File: config.mk
export PLATFORM = sky130hd
export DESIGN_NAME = i2s_sample_receiver
export DESIGN_NICKNAME = d
export VERILOG_FILES = /design/src/rtl/i2s_sample_receiver.sv
export SDC_FILE = /design/constraint.sdc
export NUM_CORES = 1
export LEC_CHECK = 0
export CAP_MARGIN = 10
export CORE_MARGIN = 2
export CORE_UTILIZATION = 45
export CTS_CLUSTER_SIZE = 14
export DETAILED_ROUTE_END_ITERATION = 12
export GPL_TIMING_DRIVEN = 1
export PLACE_DENSITY = 0.66
export SYNTH_ARGS = -nofsm -noshare
export SYNTH_HDL_FRONTEND = slang
export SYNTH_SLANG_ARGS = --single-unit
File: constraint.sdc
create_clock -name clk -period 4.3 [get_ports clk]
set_input_delay 0.43 -clock clk [delete_from_list [all_inputs] [get_ports clk]]
set_output_delay 0.43 -clock clk [all_outputs]
set_load 0.01 [all_outputs]
File: src/rtl/i2s_sample_receiver.sv
// i2s_sample_receiver
// Deserialises an oversampled I2S stream (bclk, lrclk, data) into one parallel
// sample per channel slot, presented on a valid/ready stream tagged left/right.
// Default build: standard I2S, where the MSB follows the lrclk change by one bclk.
// Define I2S_LEFT_JUSTIFIED_EN for left-justified framing (MSB on the lrclk change edge).
// The port list is identical in both builds.
module i2s_sample_receiver #(
    parameter int width       = 16,
    parameter int sync_stages = 2
) (
    input  logic             clk,
    input  logic             reset,
    input  logic             i_bclk,
    input  logic             i_lrclk,
    input  logic             i_data,
    output logic             o_valid,
    input  logic             o_ready,
    output logic [width-1:0] o_value,
    output logic             o_is_left,
    output logic             o_overrun
);

    localparam int cnt_w = $clog2(width + 1);

    logic [sync_stages-1:0] bclk_sync;
    logic [sync_stages-1:0] lrclk_sync;
    logic [sync_stages-1:0] data_sync;
    logic                   bclk_prev;

    logic                   lr_prev;
    logic                   aligned;
    logic [cnt_w-1:0]       bit_cnt;
    logic [width-1:0]       shift_reg;

    logic                   bclk_s;
    logic                   lr;
    logic                   d;
    logic                   bclk_rise;
    logic                   word_done;
    logic [width-1:0]       d_word;
    logic [width-1:0]       done_word;

    // Bring the three pins into the clk domain and keep the last synchronised bclk level.
    // NOTE: sequential state uses non-blocking assignments so every flop sees pre-edge values.
    always_ff @(posedge clk or negedge reset) begin
        if (!reset) begin
            bclk_sync  <= '0;
            lrclk_sync <= '0;
            data_sync  <= '0;
            bclk_prev  <= 1'b0;
        end else begin
            bclk_sync  <= {bclk_sync[sync_stages-2:0], i_bclk};
            lrclk_sync <= {lrclk_sync[sync_stages-2:0], i_lrclk};
            data_sync  <= {data_sync[sync_stages-2:0], i_data};
            bclk_prev  <= bclk_sync[sync_stages-1];
        end
    end

    assign bclk_s    = bclk_sync[sync_stages-1];
    assign lr        = lrclk_sync[sync_stages-1];
    assign d         = data_sync[sync_stages-1];
    assign bclk_rise = bclk_s && !bclk_prev;
    assign word_done = bclk_rise && (lr != lr_prev) && aligned;

    // Place the sampled bit at its MSB-first position and form the word that completes on an lr change.
    // NOTE: every always_comb output is given a default first so no latch can be inferred.
    always_comb begin
        d_word = '0;
        for (int i = 0; i < width; i++) begin
            d_word[i] = d && (int'(bit_cnt) == width - 1 - i);
        end
`ifdef I2S_LEFT_JUSTIFIED_EN
        done_word = shift_reg;
`else
        // The change edge still carries the last bit of the finishing slot.
        done_word = shift_reg | d_word;
`endif
    end

`ifdef I2S_LEFT_JUSTIFIED_EN
    logic [width-1:0] d_msb;
    assign d_msb = {d, {(width-1){1'b0}}};
`endif

    // Per-bclk-edge deserialiser: shift bits in, restart the word on every lr change.
    always_ff @(posedge clk or negedge reset) begin
        if (!reset) begin
            lr_prev   <= 1'b0;
            aligned   <= 1'b0;
            bit_cnt   <= '0;
            shift_reg <= '0;
        end else if (bclk_rise) begin
            if (lr != lr_prev) begin
                lr_prev <= lr;
                aligned <= 1'b1;
`ifdef I2S_LEFT_JUSTIFIED_EN
                shift_reg <= d_msb;
                bit_cnt   <= cnt_w'(1);
`else
                shift_reg <= '0;
                bit_cnt   <= '0;
`endif
            end else if (bit_cnt < cnt_w'(width)) begin
                shift_reg <= shift_reg | d_word;
                bit_cnt   <= bit_cnt + cnt_w'(1);
            end
        end
    end

    // Output register: load completed words, hold under backpressure, flag dropped words.
    always_ff @(posedge clk or negedge reset) begin
        if (!reset) begin
            o_valid   <= 1'b0;
            o_value   <= '0;
            o_is_left <= 1'b0;
            o_overrun <= 1'b0;
        end else if (word_done) begin
            if (o_valid && !o_ready) begin
                o_overrun <= 1'b1;
            end else begin
                o_valid   <= 1'b1;
                o_value   <= done_word;
                o_is_left <= !lr_prev;
            end
        end else if (o_valid && o_ready) begin
            o_valid <= 1'b0;
        end
    end

endmodule
## Word-level counts from Yosys, hierarchy flattened

Cells that the tools add are included.

| word-level totals | value |
|---|---|
| register bits | 49 |
| bits of input ports | 6 |
| output and inout bits | 19 |

| cells by class | value |
|---|---|
| multiplexer cells | 7 |
| bitwise operators | 2 |
| reduce and logical (&&, ||, !) cells | 32 |
| eq/ne operators | 17 |
| order comparisons | 1 |
| add/sub/neg operators | 1 |

Operators by type and width:

| kind | number |
|---|---|
| equality test 5 bit, second input constant | 8 |
| 2-to-1 mux 16 bit | 2 |
| logical AND 1 bit | 21 |
| equality test 5 x 4 -> 1 bit, second input constant | 4 |
| bitwise OR 16 bit | 1 |
| equality test 5 x 3 -> 1 bit, second input constant | 2 |
| 2-to-1 mux 5 bit | 2 |
| AND reduction 2 bit | 5 |
| adder 5 x 1 -> 5 bit, second input constant | 1 |
| equality test 5 x 2 -> 1 bit, second input constant | 1 |
| logical NOT 5 bit | 1 |
| less-than comparator 5 bit, second input constant | 1 |
| nonzero test 2 bit | 2 |
| logical NOT 1 bit | 3 |
| 2-to-1 mux 1 bit | 3 |
| inequality test 2 bit, second input constant | 1 |
| inequality test 1 bit | 1 |
| inverter 1 bit | 1 |

## Logic depth before layout (Yosys ltp)

Gate-level depths: netlist of the first run.

| depth | value |
|---|---|
| depth after elaboration | 6 |
| gate-level depth with buffers | 6 |
| depth with buffers taken out | 5 |

## Least setup slack after synthesis of the first run

Ideal clock, no wire load.

| timing path | value |
|---|---|
| path kind | register to register |
| start | register bit_cnt[0] |
| end | register bit_cnt[4] |
| period minus slack after synthesis | 1.366 ns |
| stages on the path, launching flop included | 6 |
| setup time | 0.073 ns |
| data arrival time | 1.293 ns |
| buffers on the path | 0 |
| slack | 2.934 ns |
| path through | dfrtp_1 > ha_1 > and3_1 > ha_1 > o21ai_0 > nor2b_1 |

| between the ends | value |
|---|---|
| word-level cells in the longest chain between the ends | 3 |

Ends and longest elaborated chain:

| element | RTL line | text |
|---|---|---|
| start: declaration | 32 | `logic [cnt_w-1:0] bit_cnt;` |
| start signal: assignment | 105 | `bit_cnt <= bit_cnt + cnt_w'(1);` |
| adder 5 x 1 -> 5 bit or less-than comparator 5 bit (tied branches) | 105, 103 |  |
| 2-to-1 mux 5 bit or nonzero test 2 bit (tied branches) | n/a |  |
| 2-to-1 mux 5 bit or AND reduction 2 bit (tied branches) | n/a |  |

Parallel ways exist; a longest one is shown, timed or not. The select of a mux whose other input is x is not followed.
A chain may end at the register's enable or synchronous reset.

## Worst setup path after layout of the first run

| timing path | value |
|---|---|
| start | register bclk_sync[1] |
| end | register o_value[3] |

| between the ends | value |
|---|---|
| word-level cells in the longest chain between the ends | 4 |

Ends and longest elaborated chain:

| element | RTL line | text |
|---|---|---|
| start: declaration | 25 | `logic [sync_stages-1:0] bclk_sync;` |
| start signal: assignment | 52 | `bclk_sync <= {bclk_sync[sync_stages-2:0], i_bclk};` |
| logical AND 1 bit | 62 | `assign bclk_rise = bclk_s && !bclk_prev;` |
| logical AND 1 bit (2 in series) | 63 | `assign word_done = bclk_rise && (lr != lr_prev) && aligned;` |
| AND reduction 2 bit (no source line) | n/a |  |
| end signal: assignment | 122 | `o_value <= done_word;` |
| end: declaration | 18 | `output logic [width-1:0] o_value,` |

Every way passes these cells.

==> impl_metrics.yaml, run 1 <==
die:
  initial_core_util_pct: 45.9
  dieHeight_um: 72.7
  io-pin-count: 25
  dieArea_um2: 5290
  row_count: 25
  chipWidth_um: 72.7
  core_area_um2: 4630
clocking:
  post_cts_resized: 0
  root_buffer: "clkbuf_8"
  clockBufferDepth: 2
  numCtsBuffers: 5
  holdBufCountCts: 0
  tritoncts: "yes"
  clk_latency_ns: 0.30
  clkTransAtPathRegs_ns: 0.09
  clkSinkCount: 49
  postCtsSetupBuffers: 0
  cts_max_level: 2
critical_path:
  worstSetupEndpointType: "flop"
  critPathMaxFanout: 17
  cp-start-kind: "flop"
  crit_required_ns: 4.50
  crit_slowest_cell: "nand4b_2"
  crit_arrival_ns: 2.22
  critPathKind: "reg -> reg"
  cp_cell_sequence: "nor2b_2, nand4b_2, mux2i_1"
  slowest_delay_ns: 0.71
  reg2reg_depth: 3
finish:
  area_growth_syn_to_layout_pct: 15.9
  nets: 220
  antenna_cells: 0
  multi_input_area_um2: 739
  seq_area_um2: 1230
  fillers: 428
  drive_gt1_share_pct: 5.71
global_routing:
  grt_antenna_before_repair: 0
  grt_pass1_vias: 1425
  track_usage_pct: 16.5
  grt_max_degree: 50
  grt-ovfl-total: 0
  grt_pass1_wl_um: 6590
detailed_routing:
  avgViaCountPerCell: 5.16
  detail_route.wirelength_um: 3700
  via_count: 1363
  drc: 0
  dr.pass1.iters: 4
  drt_iter0_drc: 68
  ant_nets: 0
  wl_per_cell_um: 14.0
power:
  power.leakage_nw: 1.21
  seqPwrFrac_pct: 48.2
  internal_power_uw: 883
  power_switching_uw: 365
  p_sw_share_pct: 29.2
  peakVddDrop_v: 0.000211
  power_frac_comb_pct: 24.9
  clkPwrFrac_pct: 26.9
  power_density_nw_per_um2: 506
  total_power_mw: 1.25
logic_synthesis:
  synth_area_leaders: "dfrtp_1 (58%), mux2i_1 (8.0%), a21oi_1 (6.8%)"
  synth-seq-cells: 49
  postSynthCellCount: 191
  synth_enable_flop_cells: 0
  synthDistinctLibCells: 34
  yosys_warnings: 0
  yosysMostFrequentCell: "dfrtp_1"
  syn_nets: 202
  yosys-top-cells-count: "dfrtp_1 (49), a21oi_1 (29), inv_1 (20), nor2_1 (19), mux2i_1 (17)"
  async_flop_share_pct: 100
  synth_seq_area_share_pct: 57.7
  synth_top_area_share_pct: 57.7
  post-synth-top-area-cell: "dfrtp_1"
  avgSynthCellArea_um2: 11.1
  syn_area_um2: 2130
  yosys_most_used_dff: "dfrtp_1"
timing:
  rsz0062_at_grt: "false"
  fmax_mhz: 495
  setup_viol: 0
  hold_violations: 0
  post-route-period-util_pct: 47.0
  max-slew-margin-rel_pct: 30.0
  hold_ws_ns: 0.320
  min_period_ns: 2.02
  fin_setup_tns_ns: 0
  fin_skew_ns: 0.00670
  slew_viol_final: 0
  worstMarginPinSlew_ns: 1.05
placed_design:
  dp.final_hpwl_um: 2410
  io_buffers: 24
  gp_congestion: 0.787
job:
  maxCapViolCount: 0
run_status:
  status: "complete, no violations"
worst_hold_path:
  timing.hold.worst.class: "in -> async"
per-layer routing:
metal	wire length [um]	GRT usage [%]	vias to the layer above
met1	1720	20.3	661
met3	147	4.83	6
met4	51	7.82	0
li1	-	-	668
met2	1780	26.6	28
met5	0	0	-
metrics by stage:
stage,util (%),setup slack (ns),area (um^2),instances
global route,53.2,2.00,2460,264
floorplan,-,2.93,2130,191
CTS,53.2,2.23,2460,264
global placement,50.6,2.20,2340,256
finish,53.2,2.28,2460,264
detailed placement,50.6,2.11,2340,256
worst max-delay path, delay by kind of cell (launching register included):
family | cells | cell delay [ns]
and+or+nand+nor | 2 | 1.10
DFF | 1 | 0.44
muxes | 1 | 0.37
power by group through the flow:
stage / combinational (mW) / sequential, mW / clock, mW
2_1_floorplan: 0.175 / 0.613 / 0
3_3_place_gp: 0.303 / 0.606 / 0
3_5_place_dp: 0.314 / 0.611 / 0
4_1_cts: 0.316 / 0.603 / 0.346
5_1_grt: 0.352 / 0.615 / 0.363
6_report: 0.311 / 0.602 / 0.335
path summary, 6_finish.rpt:
kind / end / slack (ns) / from
min in group clk: data_sync[1] / 0.35 / data_sync[0]
setup / recovery: o_value[3] / 2.28 / bclk_sync[1]
max in group asynchronous: o_valid / 3.34 / reset
hold reg to reg: data_sync[1] / 0.35 / data_sync[0]
hold / removal: shift_reg[12] / 0.32 / reset
setup reg to reg: o_value[3] / 2.28 / bclk_sync[1]
layout by cell type (no fill, tap or decap):
master / netlist / routed
xor2_1: 1 / 1
and2_0: 1 / 1
a21oi_1: 29 / 29
a31oi_1: 5 / 5
clkbuf_8: 0 / 6
a31o_1: 1 / 1
nand2_1: 3 / 3
bufinv_16: 0 / 1
o31ai_1: 1 / 1
clkdlybuf4s50_1: 0 / 23
inv_1: 20 / 20
ha_1: 5 / 5
clkinvlp_4: 0 / 1
o21ai_0: 1 / 1
a21o_1: 1 / 1
nor2_1: 19 / 19
and3b_1: 4 / 4
nor3b_1: 1 / 1
and2_1: 2 / 2
nor2b_1: 4 / 4
buf_2: 4 / 1
nand4b_2: 1 / 1
nor4b_2: 1 / 1
dfrtp_1: 49 / 49
or2_1: 1 / 1
nand2b_1: 1 / 1
nor4bb_1: 3 / 3
xnor2_1: 2 / 2
nand3_1: 1 / 1
and3_1: 1 / 1
o22ai_1: 1 / 1
nor2b_2: 1 / 1
mux2i_1: 17 / 17
or4_1: 1 / 1
layout make-up:
cell class,instances,area share [%]
well taps,54,2.74
inverters,20,3.05
multi-input cells,109,30.0
flip-flops and latches,49,49.8
clock inverters,2,1.52
repair buffers,24,9.55
clock buffers,6,3.35
logic make-up after synthesis:
logic type	after synthesis	share of synthesized area [%]
fa+ha+maj	5	2.94
compound gates	39	9.95
flops	49	57.7
xor+xnor	3	1.24
mux	17	8.00
simple gates	45	12.7
buf+inv	33	7.53
(Power assumes the default switching activity.)
==> run 2: changes to the inputs <==
==> constraint.sdc (replaced) <==
create_clock -name clk -period 2 [get_ports clk]
set_input_delay 0.2 -clock clk [delete_from_list [all_inputs] [get_ports clk]]
set_output_delay 0.2 -clock clk [all_outputs]
set_load 0.01 [all_outputs]
==> impl_metrics.yaml, run 2 (synthesis results as in run 1) <==
run_status:
  status: "finished with violations"
  violations: "negative hold slack"
clocking:
  clk_latency_ns: 0.30
  clkTransAtPathRegs_ns: 0.09
  postCtsSetupBuffers: 0
  clkSinkCount: 49
  holdBufCountCts: 0
  numCtsBuffers: 5
  clockBufferDepth: 2
  post_cts_resized: 0
  tritoncts: "yes"
  root_buffer: "clkbuf_8"
  cts_max_level: 2
timing:
  hold_violations: 27
  min_period_ns: 1.75
  fin_skew_ns: 0.00924
  slew_viol_final: 0
  hold_ws_ns: -0.0279
  fin_setup_tns_ns: 0
  fmax_mhz: 571
  fin_ws_ns: 0.249
  post-route-period-util_pct: 87.6
  worstMarginPinSlew_ns: 0.662
  setup_viol: 0
  max-slew-margin-rel_pct: 55.2
  rsz0062_at_grt: "false"
finish:
  fin_area_um2: 2530
  layout_commonest_cell: "dfrtp_1"
  area_growth_syn_to_layout_pct: 19.2
  fin_util_pct: 54.8
  antenna_cells: 0
  final_cells: 270
  fillers: 398
  nets: 226
  drive_gt1_share_pct: 8.33
  final_cell_mix: "dfrtp_1 (49), a21oi_1 (29), clkdlybuf4s50_1 (23)"
critical_path:
  crit_slowest_cell: "nand4b_2"
  cp-start-kind: "flop"
  cp_cell_sequence: "xor2_1, nand4b_2, buf_12, mux2i_1"
  reg2reg_depth: 4
  critPathKind: "reg -> reg"
  crit_required_ns: 2.18
  worstSetupEndpointType: "flop"
  crit_arrival_ns: 1.93
  critPathMaxFanout: 9
  slowest_delay_ns: 0.48
die:
  dieArea_um2: 5290
  row_count: 25
  core_area_um2: 4630
  io-pin-count: 25
  dieHeight_um: 72.7
  chipWidth_um: 72.7
  initial_core_util_pct: 45.9
placed_design:
  gp_congestion: 0.773
  dpl_cell_area_um2: 2400
  io_buffers: 24
  place_ws_ns: 0.190
  dp.final_hpwl_um: 2570
  dp.cells: 262
power:
  total_power_mw: 2.80
  power.leakage_nw: 1.25
  peakVddDrop_v: 0.000480
  power_density_nw_per_um2: 1110
global_routing:
  grt-ovfl-total: 0
  grt_antenna_before_repair: 0
  grt_max_degree: 50
  grt_pass1_wl_um: 6610
  track_usage_pct: 16.6
  grt_pass1_vias: 1431
detailed_routing:
  via_count: 1396
  ant_nets: 0
  drc: 0
  drt_iter0_drc: 51
  avgViaCountPerCell: 5.17
  wl_per_cell_um: 14.2
  dr.pass1.iters: 4
  detail_route.wirelength_um: 3830
worst_hold_path:
  timing.hold.worst.class: "in -> async"
job:
  maxCapViolCount: 0
## run 2: changes by cell type in the layout (fill, tap and decap cells not counted)
cell	change
buf_4	+5
clkbuf_8	-1
buf_12	+1
bufinv_16	+1
clkinvlp_4	-1
clkinv_2	+1
## run 2: worst max-delay path, delay by kind of cell, from the launching register on
kind	cells	cell delay (ns)
flops	1	0.41
simple gates	1	0.48
buf+inv	1	0.33
xor+xnor	1	0.30
mux	1	0.12
## run 2: final cells by class
cell class | instances | area (um^2) | area share (%)
timing repair buffer | 30 | 293 | 11.5
tap | 54 | 67.6 | 2.67
clock inverter | 3 | 65.1 | 2.57
clock buffer | 5 | 68.8 | 2.71
sequential | 49 | 1230 | 48.4
multi-input combinational | 109 | 739 | 29.2
inverter | 20 | 75.1 | 2.96
## run 2: report_power, final
group | internal, mW | switching, mW | total, mW
registers | 1.16 | 0.133 | 1.29
clock network | 0.497 | 0.320 | 0.817
logic | 0.342 | 0.347 | 0.690
## run 2: per-layer routing
layer	global-route usage [%]	part of all wire [%]
met4	8.02	2.5
met5	0	0
met2	27.2	47
met3	4.14	3.6
met1	20.6	47
## run 2: path summary, 6_finish.rpt
check                             start             to  slack (ns)
setup / recovery                lr_prev    o_value[11]        0.25
hold / removal                    reset    o_value[13]       -0.03
setup reg to reg                lr_prev    o_value[11]        0.25
hold reg to reg            data_sync[0]   data_sync[1]        0.35
max in group asynchronous         reset     o_value[0]        1.61
min in group clk                i_lrclk  lrclk_sync[0]        0.33
==> run 3: changes to the inputs <==
--- a/config.mk
+++ b/config.mk
@@ -6,12 +6,14 @@
 export NUM_CORES = 1
 export LEC_CHECK = 0
 export CAP_MARGIN = 10
+export CELL_PAD_IN_SITES_DETAIL_PLACEMENT = 0
+export CELL_PAD_IN_SITES_GLOBAL_PLACEMENT = 1
 export CORE_MARGIN = 2
-export CORE_UTILIZATION = 45
+export CORE_UTILIZATION = 43
 export CTS_CLUSTER_SIZE = 14
 export DETAILED_ROUTE_END_ITERATION = 12
 export GPL_TIMING_DRIVEN = 1
-export PLACE_DENSITY = 0.66
+export PLACE_DENSITY = 0.75
 export SYNTH_ARGS = -nofsm -noshare
 export SYNTH_HDL_FRONTEND = slang
 export SYNTH_SLANG_ARGS = --single-unit
==> impl_metrics.yaml, run 3 (synthesis results as in run 1) <==
power:
  peakVddDrop_v: 0.000446
  power_density_nw_per_um2: 1020
  power.leakage_nw: 1.22
  total_power_mw: 2.53
timing:
  post-route-period-util_pct: 77.2
  setup_viol: 0
  fmax_mhz: 647
  min_period_ns: 1.54
  fin_skew_ns: 0.00785
  rsz0062_at_grt: "false"
  hold_violations: 2
  slew_viol_final: 0
  hold_ws_ns: -0.00573
  worstMarginPinSlew_ns: 0.629
  max-slew-margin-rel_pct: 57.5
  fin_ws_ns: 0.455
  fin_setup_tns_ns: 0
placed_design:
  dp.final_hpwl_um: 2670
  io_buffers: 24
  dp.cells: 274
  place_ws_ns: 0.377
  gp_congestion: 0.705
  dpl_cell_area_um2: 2400
global_routing:
  grt_antenna_before_repair: 0
  grt_pass1_vias: 1386
  track_usage_pct: 16.1
  grt_max_degree: 50
  grt-ovfl-total: 0
  grt_pass1_wl_um: 6580
clocking:
  tritoncts: "yes"
  post_cts_resized: 0
  clkSinkCount: 49
  numCtsBuffers: 5
  root_buffer: "clkbuf_8"
  holdBufCountCts: 0
  clkTransAtPathRegs_ns: 0.08
  cts_max_level: 2
  clk_latency_ns: 0.30
  clockBufferDepth: 2
  postCtsSetupBuffers: 0
detailed_routing:
  drc: 0
  wl_per_cell_um: 14.0
  dr.pass1.iters: 5
  drt_iter0_drc: 122
  via_count: 1436
  detail_route.wirelength_um: 3940
  avgViaCountPerCell: 5.09
  ant_nets: 0
finish:
  layout_commonest_cell: "dfrtp_1"
  fin_util_pct: 52.2
  area_growth_syn_to_layout_pct: 16.7
  final_cells: 282
  nets: 225
  drive_gt1_share_pct: 7.44
  antenna_cells: 0
  final_cell_mix: "dfrtp_1 (49), a21oi_1 (29), clkdlybuf4s50_1 (23)"
  fin_area_um2: 2480
run_status:
  violations: "negative hold slack"
  status: "finished with violations"
die:
  chipWidth_um: 74.3
  initial_core_util_pct: 44.7
  dieArea_um2: 5520
  row_count: 25
  io-pin-count: 25
  core_area_um2: 4750
  dieHeight_um: 74.3
critical_path:
  cpMostUsedCell: "ha_1"
  slowest_delay_ns: 0.45
  crit_arrival_ns: 1.77
  crit_required_ns: 2.22
  r2r_slack_ns: 0.46
  worstSetupEndpointType: "flop"
  cp-start-kind: "flop"
  critPathMaxFanout: 5
  timing.rr.end: "bit_cnt[4]"
  crit_slowest_cell: "dfrtp_1"
  cp_cell_sequence: "ha_1, and3_1, ha_1, o21ai_0, nor2b_1"
  r2r-start: "bit_cnt[0]"
  reg2reg_depth: 5
  critPathKind: "reg -> reg"
worst_hold_path:
  timing.hold.worst.class: "in -> async"
job:
  maxCapViolCount: 0
## run 3: changes by cell type in the layout (fill, tap and decap cells not counted), sizes merged
| cell | delta |
|---|---|
| clkinv | +1 |
| clkbuf | +1 |
| bufinv | -2 |
| buf | -1 |
## run 3: worst max-delay path: cells and delay by family, from the launching register on
family | cells | cell delay, ns
adder cells (fa/ha/maj) | 2 | 0.50
AND/OR/NAND/NOR | 2 | 0.36
flip-flops | 1 | 0.45
AO/OA/AOI/OAI | 1 | 0.17
## run 3: worst max-delay path by stage
stage | slack, ns | startpoint | to
after global placement | 0.48 | o_ready | o_value[3]
final | 0.46 | bit_cnt[0] | bit_cnt[4]
after CTS | 0.46 | bit_cnt[0] | bit_cnt[4]
after detailed placement | 0.38 | o_ready | o_value[10]
after floorplan | 0.63 | bit_cnt[0] | bit_cnt[4]
after global routing | 0.35 | bit_cnt[2] | shift_reg[6]
## run 3: power breakdown
part           leakage [nW]  switching (mW)  internal [mW]
Sequential            0.643           0.134           1.16
Clock                0.0450           0.314          0.243
Combinational         0.532           0.344          0.336
## run 3: area by class of cell
| type | count | area (um^2) |
|---|---|---|
| timing repair buffer | 29 | 273 |
| clock inverter | 2 | 10.0 |
| tap | 67 | 83.8 |
| inverter | 20 | 75.1 |
| clock buffer | 6 | 72.6 |
| multi-input combinational | 109 | 739 |
| sequential | 49 | 1230 |
| fill | 451 | 2270 |
## run 3: layer usage
layer / up-vias / track usage (%) / wire length, um
met5: - / 0 / 0
met4: 0 / 7.34 / 68
met3: 7 / 4.34 / 172
met2: 40 / 25.2 / 1900
met1: 706 / 21.1 / 1800
li1: 683 / - / -
